--- config.mk ---
export PLATFORM = sky130hd
export DESIGN_NAME = onchip_mem_arbiter
export DESIGN_NICKNAME = d
export VERILOG_FILES = /design/src/rtl/onchip_mem_arbiter.sv
export SDC_FILE = /design/constraint.sdc
export NUM_CORES = 1
export LEC_CHECK = 0
export BUFFER_PORTS_ARGS = -buffer_cell sky130_fd_sc_hd__buf_2
export CORE_AREA = 2 2 102 104
export CTS_BUF_LIST = sky130_fd_sc_hd__clkbuf_8
export DETAILED_ROUTE_END_ITERATION = 10
export DIE_AREA = 0 0 104 106
export MAX_ROUTING_LAYER = met4
export PLACE_DENSITY = 0.52
export REMOVE_ABC_BUFFERS = 1
export SKIP_LAST_GASP = 1
export SYNTH_ARGS = -nofsm -noshare
export SYNTH_HDL_FRONTEND = slang
export SYNTH_SLANG_ARGS = --single-unit
--- constraint.sdc ---
create_clock -name clk -period 1.79 [get_ports clk]
set_clock_uncertainty 0.2 [all_clocks]
set_input_delay 0.0895 -clock clk [delete_from_list [all_inputs] [get_ports clk]]
set_output_delay 0.0895 -clock clk [all_outputs]
set_load 0.02 [all_outputs]
--- src/rtl/onchip_mem_arbiter.sv ---
// onchip_mem_arbiter: round-robin arbiter sharing one single-port on-chip RAM between two Avalon-MM masters
module onchip_mem_arbiter #(
  parameter int ADDR_W = 16,
  parameter int DATA_W = 32,
  parameter int BE_W   = DATA_W / 8
) (
  input  logic              clk,
  input  logic              reset_n,
  input  logic [ADDR_W-1:0] m0_address,
  input  logic [BE_W-1:0]   m0_byteenable,
  input  logic              m0_read,
  input  logic              m0_write,
  input  logic [DATA_W-1:0] m0_writedata,
  output logic              m0_waitrequest,
  output logic [DATA_W-1:0] m0_readdata,
  output logic              m0_readdatavalid,
  input  logic [ADDR_W-1:0] m1_address,
  input  logic [BE_W-1:0]   m1_byteenable,
  input  logic              m1_read,
  input  logic              m1_write,
  input  logic [DATA_W-1:0] m1_writedata,
  output logic              m1_waitrequest,
  output logic [DATA_W-1:0] m1_readdata,
  output logic              m1_readdatavalid,
  output logic [ADDR_W-1:0] mem_address,
  output logic [BE_W-1:0]   mem_byteenable,
  output logic              mem_chipselect,
  output logic              mem_write,
  output logic [DATA_W-1:0] mem_writedata,
  output logic              mem_clken,
  input  logic [DATA_W-1:0] mem_readdata
);
  logic req0, req1, gnt0, gnt1;
  logic last_q, last_d, rd_pend_q, rd_pend_d, rd_owner_q, rd_owner_d, clken_q;
  // Grants are held off until the RAM clock enable is up, one cycle after reset release
  always_comb begin
    req0 = m0_read | m0_write;
    req1 = m1_read | m1_write;
    gnt0 = clken_q & req0 & (~req1 | last_q);
    gnt1 = clken_q & req1 & (~req0 | ~last_q);
    last_d = gnt1 ? 1'b1 : gnt0 ? 1'b0 : last_q;
    rd_pend_d = (gnt0 & m0_read & ~m0_write) | (gnt1 & m1_read & ~m1_write);
    rd_owner_d = rd_pend_d ? gnt1 : rd_owner_q;
    m0_waitrequest = ~gnt0;
    m1_waitrequest = ~gnt1;
    mem_chipselect = gnt0 | gnt1;
    mem_write = gnt0 ? m0_write : gnt1 ? m1_write : 1'b0;
    mem_address = gnt0 ? m0_address : gnt1 ? m1_address : '0;
    mem_byteenable = gnt0 ? m0_byteenable : gnt1 ? m1_byteenable : '0;
    mem_writedata = gnt0 ? m0_writedata : gnt1 ? m1_writedata : '0;
    m0_readdatavalid = rd_pend_q & ~rd_owner_q;
    m1_readdatavalid = rd_pend_q & rd_owner_q;
    m0_readdata = mem_readdata;
    m1_readdata = mem_readdata;
    mem_clken = clken_q;
  end
  always_ff @(posedge clk or negedge reset_n) begin
    if (!reset_n) begin
      last_q <= 1'b1;
      rd_pend_q <= 1'b0;
      rd_owner_q <= 1'b0;
      clken_q <= 1'b0;
    end else begin
      last_q <= last_d;
      rd_pend_q <= rd_pend_d;
      rd_owner_q <= rd_owner_d;
      clken_q <= 1'b1;
    end
  end
endmodule

==> flow_summary.ini <==
[drt]
antenna_left = 0
vias = 1752
dr.pass1.iters = 4
wl_per_cell_um = 20.30
first_iter_violations = 144
route.detailed.drc = 0
post_drt_via_cell_ratio = 4.103
drt_wl_total_um = 8670

[finish]
layout_common_cells = buf_2 (166), a22o_2 (48), dlygate4sd3_1 (34)
fin_area_um2 = 2272
final_nets = 430
utilization_pct = 22.72
drive_above_1_share_pct = 81.18
syn2layout_area_growth_pct = 72.13
layout_commonest_cell = buf_2

[synth]
avgSynthCellArea_um2 = 8.800
synth_top_area_share_pct = 37.91
synth_top_area_cell = a22o_2
ys_ff_latch = 4
synth.area.top_cells = a22o_2 (38%), buf_4 (37%), dfrtp_1 (5.7%)
syn_area_um2 = 1320
synth_cell_types = 20
netlist_instances = 150
yosys_warnings = 0
ys_seq_area_share_pct = 7.678

[worst_setup_path]
cp-start-kind = flip-flop
critPathTopFamily = flip-flops
critPathMaxStageDelay_ns = 0.54
path_cells = o21a_1 > nor3_4 > buf_12 > a22o_4 > buf_2
cp_slowest_cell = dfstp_2
critPathArrivalTime_ns = 1.65
critPathKind = flip-flop to output port
end_kind = output port
critical_path_buf_inv_count = 2
cp.required_ns = 1.50
critical_path.max_fanout = 30

[timing]
whs_ns = 0.01153
fin_ws_ns = -0.1509
finalMaxSlewViolations = 0
max_slew.worst_pin.slew_ns = 0.6727
rsz0062_at_grt = true
maxSlewHeadroom_pct = 55.00
finalCritPeriodShare_pct = 108.4
finalSetupViolations = 54
setup_tns_ns = -6.260
hold_viol = 0
max_freq_mhz = 515.2
min_period_ns = 1.941

[power_and_ir_drop]
pwr-share-comb_pct = 75.2
p_per_area_nw_per_um2 = 558.3
p_seq_share_pct = 9.1
p_sw_share_pct = 48.83
total_power_mw = 1.269
p_leak_nw = 1.257
internal_power_mw = 0.6492
p_sw_mw = 0.6195
vdd_drop_max_mv = 0.5451
clockPowerShare_pct = 15.7

[global_routing]
grt_max_degree = 31
grt_pass1_wl_um = 11590
grtUsageTotal_pct = 14.73
grt_pass1_vias = 1653
overflow = 0
antenna_found_initial = 5

[die]
ioPinCount = 265
die_w_um = 104
dieArea_um2 = 11020
fp-row-count = 37
core_um2 = 10000
initial_core_util_pct = 13.20
die_h_um = 106

[cts]
clock_latency_ns = 0.22
htreeDepth = 1
cts.clk_slew.worst_paths_ns = 0.04
cts.path.max_buffers = 2
clock-sinks = 4
cts_tree = done
cts_buffers = 3
cts_root_buf = clkbuf_8

[placement]
globalplace.congestion = 0.7767
dp_hpwl_um = 7164
port_buffers = 168
postPlaceCellArea_um2 = 1842

[run_status]
outcome = finished, violations left
violations = negative setup slack

[flow_run]
maxCapViolCount = 0

[min_path]
hold_path.class = input pin to async pin
timing repair:
item	in CTS	in global routing
endpoints found under the setup margin	54	54
pin swaps	0	0
endpoints found under the hold margin	69	1
hold buffers	33	1
buffers inserted	1	1
gates resized for setup	4	0
worst paths after layout:
path,from,to,slack [ns],cells past startpoint
worst min-delay path,reset_n,mem_clken,0.01,2
min in group clk,m0_write,rd_owner_q,0.01,2
worst min register to register,last_q,last_q,0.29,2
worst max register to register,last_q,rd_owner_q,0.16,5
worst max-delay path,last_q,mem_writedata[8],-0.15,5
max in group asynchronous,reset_n,last_q,1.17,2
worst reg2reg max path, stage by stage, from the launching register on:
cell	delay [ns]
dfstp_2	0.37
o21a_1	0.14
buf_4	0.14
buf_4	0.12
nor4b_1	0.37
o32a_1	0.23
cell usage after synthesis:
master   number
buf_4        65
a22o_2       50
inv_1         6
buf_2         5
buf_6         5
a22o_1        3
dfrtp_1       3
a31o_2        1
a31oi_1       1
and2_1        1
conb_1        1
dfstp_2       1
nor2_2        1
nor2b_1       1
nor3_4        1
nor4b_1       1
o21a_1        1
o21ai_2       1
o221a_2       1
o32a_1        1
cells by family after synthesis:
| family | Yosys count | synth area share, % |
|---|---|---|
| AOI/OAI and AO/OA | 59 | 43.89 |
| buffers and inverters | 81 | 44.83 |
| DFF | 4 | 7.678 |
| other | 1 | 0.2841 |
| and+or+nand+nor | 5 | 3.319 |
stage by stage:
step / instances / setup slack (ns)
CTS: 421 / -0.1424
global placement: 383 / 0.08883
detailed placement: 383 / 0.06200
global route: 427 / -0.2112
finish: 427 / -0.1509
floorplan: 75 / -0.6106
routing by layer:
layer  vias up  routed length (um)  GRT usage, %
met4         0                  45        0.5792
met3         2                1263         7.112
met5         -                   0             -
met1       820                3793         20.27
met2       162                3568         20.39
li1        768                   -             -
power groups by stage:
| stage | sequential, mW | combinational [mW] | clock (mW) |
|---|---|---|---|
| finish | 0.115 | 0.954 | 0.199 |
| global route | 0.118 | 0.999 | 0.217 |
| CTS | 0.115 | 0.943 | 0.208 |
| detailed placement | 0.116 | 0.728 | 0 |
| global placement | 0.115 | 0.717 | 0 |
| floorplan | 0.114 | 0.400 | 0 |
cell type report:
class	instances	area [um2]
diodes	4	10.01
clock buffers	3	41.29
clock inverters	1	3.754
fillers	1143	7727
inverters	6	22.52
multi-input cells	65	641.9
flip-flops and latches	4	101.3
well taps	136	170.2
repair buffers	208	1281
registers in the layout, indices dropped and copies added (netlist names):
register,count
last_q,1
mem_clken,1
rd_owner_q,1
rd_pend_q,1
Power figures use the tool's default switching activity.
